File: src/rtl/jump_sched_pkg.sv
// jump_sched_pkg
//   Shared types and constants for jump_tick_scheduler.
//   Contents:
//     ACC_W        accumulator / jump width (carry is bit ACC_W of the sum)
//     CH_W_MAX     channel-index width wide enough for the largest channel count (16)
//     cfg_state_e  configuration FSM states
//     pend_wr_t    configuration write held while waiting for the target slot
//   Optional feature macro used by the top: PHASE_SYNC_EN (not referenced here).
package jump_sched_pkg;

   localparam int unsigned ACC_W    = 32;
   localparam int unsigned CH_W_MAX = 4;

   typedef enum logic {
      CFG_READY = 1'b0,
      CFG_PEND  = 1'b1
   } cfg_state_e;

   typedef struct packed {
      logic [CH_W_MAX-1:0] ch;
      logic [ACC_W-1:0]    jump;
      logic                en;
   } pend_wr_t;

endpackage

File: src/rtl/jump_acc_core.sv
// jump_acc_core
//   Shared combinational accumulate-and-carry stage. One instance serves all
//   channels; the caller selects the serviced channel's operands.
//   Ports:
//     acc_i    current accumulator of the serviced channel
//     jump_i   jump value of the serviced channel
//     en_i     channel enable; when low the accumulator passes through, no carry
//     sum_o    low Width bits of acc_i + jump_i (or acc_i when disabled)
//     carry_o  bit Width of the sum (0 when disabled)
module jump_acc_core #(
   parameter int unsigned Width = 32
) (
   input  logic [Width-1:0] acc_i,
   input  logic [Width-1:0] jump_i,
   input  logic             en_i,
   output logic [Width-1:0] sum_o,
   output logic             carry_o
);

   always_comb begin
      if (en_i) begin
         {carry_o, sum_o} = {1'b0, acc_i} + {1'b0, jump_i};
      end else begin
         {carry_o, sum_o} = {1'b0, acc_i};
      end
   end

endmodule

File: src/rtl/jump_tick_scheduler.sv
// jump_tick_scheduler
//   Time-multiplexed jump-counter divider: one shared adder services NCH tick
//   channels in round-robin slot order, each channel once every NCH cycles.
//   Per-channel jump/enable are written through a valid/ready port; a write is
//   held until the target channel's own slot, where it replaces that service.
//   Ports:
//     clk        system clock, rising edge
//     rst_n      asynchronous active-low reset
//     sync       (PHASE_SYNC_EN only) clears every accumulator and the slot counter
//     cfg_valid  configuration write request
//     cfg_ready  configuration port can accept a write
//     cfg_ch     target channel
//     cfg_jump   new jump value
//     cfg_en     new channel enable
//     tick       per-channel one-cycle strobe, registered
//   Build option: define PHASE_SYNC_EN to add the sync input.
module jump_tick_scheduler
   import jump_sched_pkg::*;
#(
   parameter int unsigned NCH = 4
) (
   input  logic                   clk,
   input  logic                   rst_n,
`ifdef PHASE_SYNC_EN
   input  logic                   sync,
`endif
   input  logic                   cfg_valid,
   output logic                   cfg_ready,
   input  logic [$clog2(NCH)-1:0] cfg_ch,
   input  logic [ACC_W-1:0]       cfg_jump,
   input  logic                   cfg_en,
   output logic [NCH-1:0]         tick
);

   localparam int unsigned CH_W = $clog2(NCH);

   logic [CH_W-1:0]  slot_q, slot_d;
   logic [ACC_W-1:0] acc_q  [NCH];
   logic [ACC_W-1:0] acc_d  [NCH];
   logic [ACC_W-1:0] jump_q [NCH];
   logic [ACC_W-1:0] jump_d [NCH];
   logic [NCH-1:0]   en_q, en_d;
   logic [NCH-1:0]   tick_q, tick_d;
   cfg_state_e       state_q, state_d;
   pend_wr_t         pend_q, pend_d;

   logic [ACC_W-1:0] sum;
   logic             carry;
   logic             load_hit;

   jump_acc_core #(
      .Width(ACC_W)
   ) u_core (
      .acc_i  (acc_q[slot_q]),
      .jump_i (jump_q[slot_q]),
      .en_i   (en_q[slot_q]),
      .sum_o  (sum),
      .carry_o(carry)
   );

   // A pending write lands only in its own channel's slot.
   assign load_hit  = (state_q == CFG_PEND) && (pend_q.ch == CH_W_MAX'(slot_q));
   assign cfg_ready = (state_q == CFG_READY);
   assign tick      = tick_q;

   always_comb begin
      // NCH is a power of two, so the slot counter wraps on overflow.
      slot_d  = slot_q + 1'b1;
      acc_d   = acc_q;
      jump_d  = jump_q;
      en_d    = en_q;
      tick_d  = '0;
      state_d = state_q;
      pend_d  = pend_q;

      if (load_hit) begin
         // The load replaces this slot's service: phase restarts, no carry.
         acc_d[slot_q]  = '0;
         jump_d[slot_q] = pend_q.jump;
         en_d[slot_q]   = pend_q.en;
      end else begin
         acc_d[slot_q]  = sum;
         tick_d[slot_q] = carry;
      end

      case (state_q)
         CFG_READY: begin
            if (cfg_valid) begin
               pend_d.ch   = CH_W_MAX'(cfg_ch);
               pend_d.jump = cfg_jump;
               pend_d.en   = cfg_en;
               state_d     = CFG_PEND;
            end
         end
         CFG_PEND: begin
            if (load_hit) begin
               state_d = CFG_READY;
            end
         end
         default: state_d = CFG_READY;
      endcase

`ifdef PHASE_SYNC_EN
      // Sync overrides accumulators and slot; a coinciding load still updates jump/en.
      if (sync) begin
         for (int i = 0; i < NCH; i++) begin
            acc_d[i] = '0;
         end
         slot_d = '0;
         tick_d = '0;
      end
`endif
   end

   always_ff @(posedge clk or negedge rst_n) begin
      if (!rst_n) begin
         slot_q  <= '0;
         en_q    <= '0;
         tick_q  <= '0;
         state_q <= CFG_READY;
         pend_q  <= '0;
         for (int i = 0; i < NCH; i++) begin
            acc_q[i]  <= '0;
            jump_q[i] <= '0;
         end
      end else begin
         slot_q  <= slot_d;
         en_q    <= en_d;
         tick_q  <= tick_d;
         state_q <= state_d;
         pend_q  <= pend_d;
         for (int i = 0; i < NCH; i++) begin
            acc_q[i]  <= acc_d[i];
            jump_q[i] <= jump_d[i];
         end
      end
   end

endmodule

File: config.mk
export PLATFORM = sky130hd
export DESIGN_NAME = jump_tick_scheduler
export DESIGN_NICKNAME = d
export VERILOG_FILES = /design/src/rtl/jump_sched_pkg.sv /design/src/rtl/jump_acc_core.sv /design/src/rtl/jump_tick_scheduler.sv
export SDC_FILE = /design/constraint.sdc
export NUM_CORES = 1
export LEC_CHECK = 0
export CAP_MARGIN = 20
export CORE_ASPECT_RATIO = 0.6
export CORE_MARGIN = 2
export CORE_UTILIZATION = 63
export DETAILED_ROUTE_END_ITERATION = 10
export PLACE_DENSITY = 0.83
export SLEW_MARGIN = 25
export SYNTH_ARGS = -nofsm -noshare
export SYNTH_HDL_FRONTEND = slang
export SYNTH_HIERARCHICAL = 1
export SYNTH_SLANG_ARGS = --single-unit
export TNS_END_PERCENT = 5
File: constraint.sdc
create_clock -name clk -period 4.1 [get_ports clk]
set_input_delay 1.025 -clock clk [delete_from_list [all_inputs] [get_ports clk]]
set_output_delay 1.025 -clock clk [all_outputs]
set_load 0.1 [all_outputs]
==> implementation parameters, run 1 <==
Parameter                              Value

Status
  Result of the run ... complete, no violations

STA
  Total count of max-transition violations in the final report ... 0
  Aggregate negative setup slack ... 0 ns
  Slew at the pin closest to its max-slew limit ... 0.975 ns
  Setup repair after global routing missed its margin ... no
  Highest Clock Rate ... 257 MHz
  Clock skew after layout ... 0.0155 ns
  Worst rel slew slack ... 34.8%
  Final-report setup violation count ... 0
  Tcrit/Tclk final ... 95.0%
  Final hold violation count ... 0
  Min Clock Period, post-route ... 3.90 ns

Detailed routing
  Average detailed-routed wire length per instance ... between 20 and 25 um
  Avg Vias per Cell ... 6.72
  Top routing layer used ... met4
  Met2 wire length ... roughly 17000 um
  Post-route met1 wirelength ... 18000 um
  Iteration-0 DRC count of the detailed router ... approximately 1.2k
  Via count ... approximately 11k
  Overall routed net length ... 39400 um
  Residual antenna-violating net count after detailed routing ... 0
  Remaining DRCs ... 0
  Length of the first detailed-routing pass in iterations ... 5
  Met3 layer wire length in the routed design ... ~3400 um

Critical path
  Critical path launch point type ... flop
  Capturing element type of the critical path ... flop
  Signal arrival time at the worst endpoint ... approximately 4.4 ns
  Start-to-end type of the worst setup path ... reg -> reg
  Worst Path Required ... 4.57 ns
  Largest fanout on the critical path ... 12

Die
  Initial Util ... around 65%
  Die Height ... 129 um
  Ports placed on the boundary ... 43
  Die footprint ... around 28000 sq um
  Core ar. ... 25500 sq um
  Number of core rows ... 45
  Die Wd ... 213 um

Logic synthesis
  Predominant post-synthesis flop cell ... dfrtp_1
  Post-synthesis simple-gate area fraction ... 3.75%
  Cells after synthesis ... 1268
  #FFs+latches synth ... between 300 and 400
  Synthesized-area fraction occupied by ao, oa, aoi and oai cells ... a little under an eighth
  Fraction of synthesized area in multiplexers ... between 20% and 30%
  Count of flip-flops with a built-in enable after synthesis ... 0
  Yosys warns ... 6
  Post-synthesis adder-cell area fraction ... 3.15%
  Fraction of registers with async set or reset after synthesis ... 100%
  Average cell area after synthesis ... 13.0 sq um
  Number of library cell types mapped by synthesis ... 71
  Total nets after synthesis ... ~1.3k
  Share of the yosys chip area belonging to registers ... 45.8%
  Xor and xnor fraction of the mapped netlist area ... 1.36%
  Combinational family with the most area after synthesis ... multiplexers
  Mapped Area ... 16500 sq um

Pwr
  Leakage power figure ... slightly above 8 nW
  Pwr Density ... 890 nW/um^2
  Maximum vdd ir drop ... 0.612 mV

Clock tree
  Quantity of hold-fixing buffers added after cts ... 0
  Clk pin slew, worst setup/hold paths ... approximately 0.06 ns
  Root buffer selected by CTS ... clkbuf_16
  Number of buffers inserted by post-CTS setup repair ... 0
  Number of clock buffers inserted by TritonCTS ... 28
  Maximum number of buffers from clock root to sink ... 3
  Total number of clock tree sinks ... 302
  Clock tree from TritonCTS ... done
  H-tree depth ... 1
  Clock insertion delay at the later pin of the skew report ... 0.56 ns

Cells and area
  Final core occ ... 71.2%
  Reg area ... between 7000 and 8000 sq um
  Filler Cell Count ... 1716
  Multi-input gate area ... slightly above 8000 sq um
  Final non-filler cell total ... 1657
  Antenna diode count ... 0
  Share of final-layout standard cells stronger than drive strength 1 ... 25.9%
  Commonest cells after routing, fill and taps aside ... dfrtp_1, mux2_2, o31ai_1, mux2i_1, mux4_2
  Layout Nets ... 1364
  Area added between synthesis and finish ... 9.96%
  Most common cell after layout, fill and taps aside ... dfrtp_1

Placed design
  Final weighted congestion in routability-driven placement ... 0.970
  Number of placed cells counting well taps ... 1607
  Detailed-placement wirelength estimate ... ~25000 um
  Count of port buffers added during placement ... 42

Global routing
  Antenna violations before repair ... 0
  Global-route congestion overflow total ... 0
  Wire length of the first global-routing pass ... 63600 um
  GRT Overall Usage ... between 20 and 30%
  Maximum number of pins on one net before global-route repair ... 97
  Via count of the first global-routing pass ... 11.3k

Hold path
  Hold crit path type ... in -> async

Run
  Max-capacitance violation count ... 0
## stage by stage
| step | power, mW | hold WS (ns) | setup WS, ns | instance area [sq um] |
|---|---|---|---|---|
| 6_report | 16.2 | 0.476 | 0.203 | 18200 |
| 3_5_place_dp | 13.2 | 0.473 | 0.195 | 17200 |
| 2_1_floorplan | 11.3 | 0.453 | 0.368 | 16500 |
| 5_1_grt | 17.2 | 0.501 | 0.0165 | 18200 |
| 4_1_cts | 16.0 | 0.488 | 0.158 | 18100 |
| 3_3_place_gp | 12.8 | 0.463 | 0.238 | 17200 |
## state kept, by name, indices dropped and copies added (netlist names)
register  cells
acc_q       128
jump_q      128
pend_q       35
en_q          4
tick          4
slot_q        2
state_q       1
## cell usage after synthesis (all sizes together) (4+ instances only)
cell,number,area [sq um]
clkbuf,17,63.8
mux4,65,1460
nor2,33,124
or3,4,25.0
buf,77,577
a21o,11,83.8
nor3,9,83.8
and3,7,45.1
xor2,6,67.6
nand3,7,35.0
o21a,7,52.6
nand4,5,31.3
o31ai,135,1070
a31oi,4,40.0
dfrtp,302,7560
nand2,36,135
ha,40,500
inv,51,191
xnor2,18,158
a21oi,43,234
mux2,186,2100
o21bai,4,30.0
nor2b,4,25.0
mux2i,130,1300
nor4,4,25.0
a211oi,6,65.1
o21ai,21,109
## what timing repair did
item	4_1_cts	5_1_grt
hold endpoints to repair	0	0
gates resized for setup	0	2
endpoints found under the setup margin	0	12
## kinds of logic after synthesis
group	Yosys count
xor+xnor	24
mux	381
compound gates	253
simple gates	122
flops	302
fa+ha+maj	41
buf+inv	145
## power by group
part	total, mW	leakage (nW)	internal (mW)	switching [mW]
Combinational	8.01	4.02	3.52	4.49
Sequential	5.42	3.63	4.48	0.938
Clock	2.73	0.466	1.59	1.13
Total	16.2	8.11	9.59	6.56
## cell type report
cell class | instances | area share, %
Clock inverter | 6 | 0.620
Multi-Input combinational cell | 821 | 45.0
Inverter | 51 | 1.05
Sequential cell | 302 | 41.7
Clock buffer | 44 | 4.64
Timing Repair Buffer | 81 | 4.58
Tap cell | 352 | 2.43
## worst max-delay path, cell delays in order (launching register included)
cell and delay [ns]:
dfrtp_4 0.61, mux4_2 0.55, ha_1 0.23, fa_1 0.43, a21oi_2 0.27, o221a_4 0.26
o21ai_2 0.07, a221o_2 0.46, a31oi_4 0.25, nand4_1 0.14, o311ai_0 0.18, inv_1 0.19
mux2i_1 0.18
## final timing paths
check	startpoint	cells after the start	to	slack (ns)
worst max-delay path	slot_q[0]$_DFF_PN0_	12	acc_q[60]$_DFFE_PN0P_	0.20
worst min-delay path	rst_n	1	pend_q[2]$_DFFE_PN0P_	0.48
worst max register to register	slot_q[0]$_DFF_PN0_	12	acc_q[60]$_DFFE_PN0P_	0.20
worst min register to register	jump_q[86]$_DFFE_PN0P_	1	jump_q[86]$_DFFE_PN0P_	0.48
max in group asynchronous	rst_n	2	jump_q[48]$_DFFE_PN0P_	2.74
min in group clk	jump_q[86]$_DFFE_PN0P_	1	jump_q[86]$_DFFE_PN0P_	0.48
## routing by layer
| layer | GRT usage, % | vias up |
|---|---|---|
| li1 | - | 4811 |
| met1 | 47.0 | 5717 |
| met2 | 43.0 | 532 |
| met3 | 5.96 | 67 |
| met4 | 6.58 | 0 |
| met5 | 0 | - |
(Power assumes the default switching activity.)
==> inputs of run 2 (changes only) <==
--- a/config.mk
+++ b/config.mk
@@ -8,9 +8,10 @@
 export CAP_MARGIN = 20
 export CORE_ASPECT_RATIO = 0.6
 export CORE_MARGIN = 2
-export CORE_UTILIZATION = 63
+export CORE_UTILIZATION = 65
+export CTS_BUF_LIST = sky130_fd_sc_hd__clkbuf_4
 export DETAILED_ROUTE_END_ITERATION = 10
-export PLACE_DENSITY = 0.83
+export PLACE_DENSITY = 0.85
 export SLEW_MARGIN = 25
 export SYNTH_ARGS = -nofsm -noshare
 export SYNTH_HDL_FRONTEND = slang
==> implementation parameters, run 2 (synthesized netlist as in run 1, its figures left out) <==
Parameter                              Value

Status
  Result of the run ... complete, no violations

Cells and area
  Top Registers ... acc_q: 128 flops, jump_q: 128 flops, pend_q: 35 flops
  Commonest cells after routing, fill and taps aside ... dfrtp_1, mux2_2, o31ai_1, mux2i_1, clkbuf_4
  Final non-filler cell total ... 1716
  Layout Nets ... about 1.4k
  Post-route standard cell area excluding fillers ... 18100 sq um
  Area added between synthesis and finish ... 9.49%
  Share of final-layout standard cells stronger than drive strength 1 ... slightly below 30%
  Final core occ ... a little under three quarters
  Most common cell after layout, fill and taps aside ... dfrtp_1

STA
  Clock skew after layout ... 0.0528 ns
  Final hold violation count ... 0
  Smallest setup slack after layout ... approximately 0.17 ns
  Highest Clock Rate ... between 200 and 300 MHz
  Final-report setup violation count ... 0
  Tcrit/Tclk final ... 95.8%
  Slew at the pin closest to its max-slew limit ... 0.975 ns
  Setup repair after global routing missed its margin ... no
  Worst rel slew slack ... 34.8%
  Min Clock Period, post-route ... around 4 ns
  Aggregate negative setup slack ... 0 ns
  Hold Worst Slack ... 0.309 ns
  Total count of max-transition violations in the final report ... 0

Detailed routing
  Length of the first detailed-routing pass in iterations ... 5
  Via count ... 11.4k
  Iteration-0 DRC count of the detailed router ... 1251
  Avg Vias per Cell ... 6.64
  Remaining DRCs ... 0
  Residual antenna-violating net count after detailed routing ... 0
  Average detailed-routed wire length per instance ... about 23 um
  Overall routed net length ... 39900 um

Critical path
  Delay of the slowest cell on the worst path ... 0.58 ns
  Signal arrival time at the worst endpoint ... 4.51 ns
  Capturing element type of the critical path ... flop
  Cell with the biggest individual delay on the critical path ... dfrtp_4
  Critical path buffer and inverter count ... 2
  Critical path launch point type ... flop
  Largest fanout on the critical path ... 34
  Worst Path Required ... around 4.7 ns
  Start-to-end type of the worst setup path ... reg -> reg
  Worst path top cell family by delay ... multiplexers
  CP Cell Sequence ... buf_12, mux4_2, ha_1, nand2_1, or3_1, a211oi_2, o31ai_1, xnor2_1, mux2_2, inv_1, mux2i_1

Clock tree
  Total number of clock tree sinks ... 302
  Root buffer selected by CTS ... clkbuf_4
  H-tree depth ... 3
  Clock insertion delay at the later pin of the skew report ... 0.77 ns
  Number of clock buffers inserted by TritonCTS ... 72
  Clock tree from TritonCTS ... done
  Maximum number of buffers from clock root to sink ... 3
  Clk pin slew, worst setup/hold paths ... 0.08 ns

Placed design
  Number of placed cells counting well taps ... 1587
  Post-DP Area ... 17200 sq um
  Count of port buffers added during placement ... between 40 and 50
  Worst slack after detailed placement ... 0.218 ns
  Final weighted congestion in routability-driven placement ... 0.933
  Detailed-placement wirelength estimate ... 25300 um

Pwr
  Maximum vdd ir drop ... 0.490 mV
  Leakage power figure ... 8.19 nW
  Pwr Density ... approximately 900 nW/um^2
  Total power of the final layout ... 15.9 mW

Die
  Die Wd ... 210 um
  Core ar. ... 25100 sq um
  Number of core rows ... 45
  Die footprint ... 26700 sq um
  Initial Util ... between 60% and 70%
  Ports placed on the boundary ... 43
  Die Height ... 127 um

Run
  Max-capacitance violation count ... 0

Global routing
  Maximum number of pins on one net before global-route repair ... 100
  Global-route congestion overflow total ... 0
  GRT met2 Usage ... between 40 and 50%
  Wire length of the first global-routing pass ... 65700 um
  Met1 demand-to-capacity share in global routing ... about 48%
  Most heavily used metal layer in global routing ... met1
  Via count of the first global-routing pass ... 12.0k
  Met3 Usage GRT ... 7.37%
  GRT Overall Usage ... 31.7%
  Antenna violations before repair ... 1

Hold path
  Hold crit path type ... in -> async
==> run 2: changes by cell type in the layout (fill, tap and decap cells not counted), moves of 2 or more <==
cell / before / now
clkbuf_4: 0 / 98
clkbuf_16: 29 / 0
clkinv_1: 0 / 20
clkbuf_1: 9 / 0
buf_4: 30 / 36
clkbuf_8: 6 / 0
clkinv_2: 1 / 6
buf_12: 9 / 7
clkinv_4: 2 / 0
inv_2: 1 / 3
==> run 2: cell type report <==
cell class / instances / area, sq um
fill: 1740 / 7040
tap: 329 / 412
timing repair buffer: 84 / 826
antenna: 1 / 2.50
clock buffer: 98 / 736
clock inverter: 30 / 173
multi-input combinational: 821 / 8170
inverter: 51 / 191
sequential: 302 / 7560
==> run 2: per-layer routing <==
metal,vias up,part of all wire (%)
met5,-,0
met1,5840,46
met3,67,8.4
met4,0,2.0
li1,4974,-
met2,519,43
==> run 2: power by group <==
part | total [mW] | internal [mW] | switching [mW] | leakage (nW)
Combinational | 8.01 | 3.53 | 4.48 | 4.02
Sequential | 5.43 | 4.48 | 0.947 | 3.63
Clock | 2.50 | 1.25 | 1.26 | 0.542
Total | 15.9 | 9.26 | 6.69 | 8.19
==> run 2: timing repair <==
item / in CTS / in global routing
resized for setup: 0 / 3
buffers inserted: 0 / 0
setup endpoints to repair: 0 / 9
hold buffers: 0 / 0
==> run 2: path summary, 6_finish.rpt <==
path / start / to / slack (ns) / cells after the start
max in group asynchronous: rst_n / slot_q[0]$_DFF_PN0_ / 2.89 / 2
worst min register to register: en_q[0]$_DFFE_PN0P_ / en_q[0]$_DFFE_PN0P_ / 0.49 / 1
worst max-delay path: slot_q[1]$_DFF_PN0_ / acc_q[57]$_DFFE_PN0P_ / 0.17 / 11
min in group clk: en_q[0]$_DFFE_PN0P_ / en_q[0]$_DFFE_PN0P_ / 0.49 / 1
worst min-delay path: rst_n / pend_q[10]$_DFFE_PN0P_ / 0.31 / 1
worst max register to register: slot_q[1]$_DFF_PN0_ / acc_q[57]$_DFFE_PN0P_ / 0.17 / 11
==> inputs of run 3 (changes only) <==
--- a/config.mk
+++ b/config.mk
@@ -5,7 +5,6 @@
 export SDC_FILE = /design/constraint.sdc
 export NUM_CORES = 1
 export LEC_CHECK = 0
-export CAP_MARGIN = 20
 export CORE_ASPECT_RATIO = 0.6
 export CORE_MARGIN = 2
 export CORE_UTILIZATION = 65
==> results of run 3 <==
The final DEF is identical to that of run 2; final timing and power are the same.
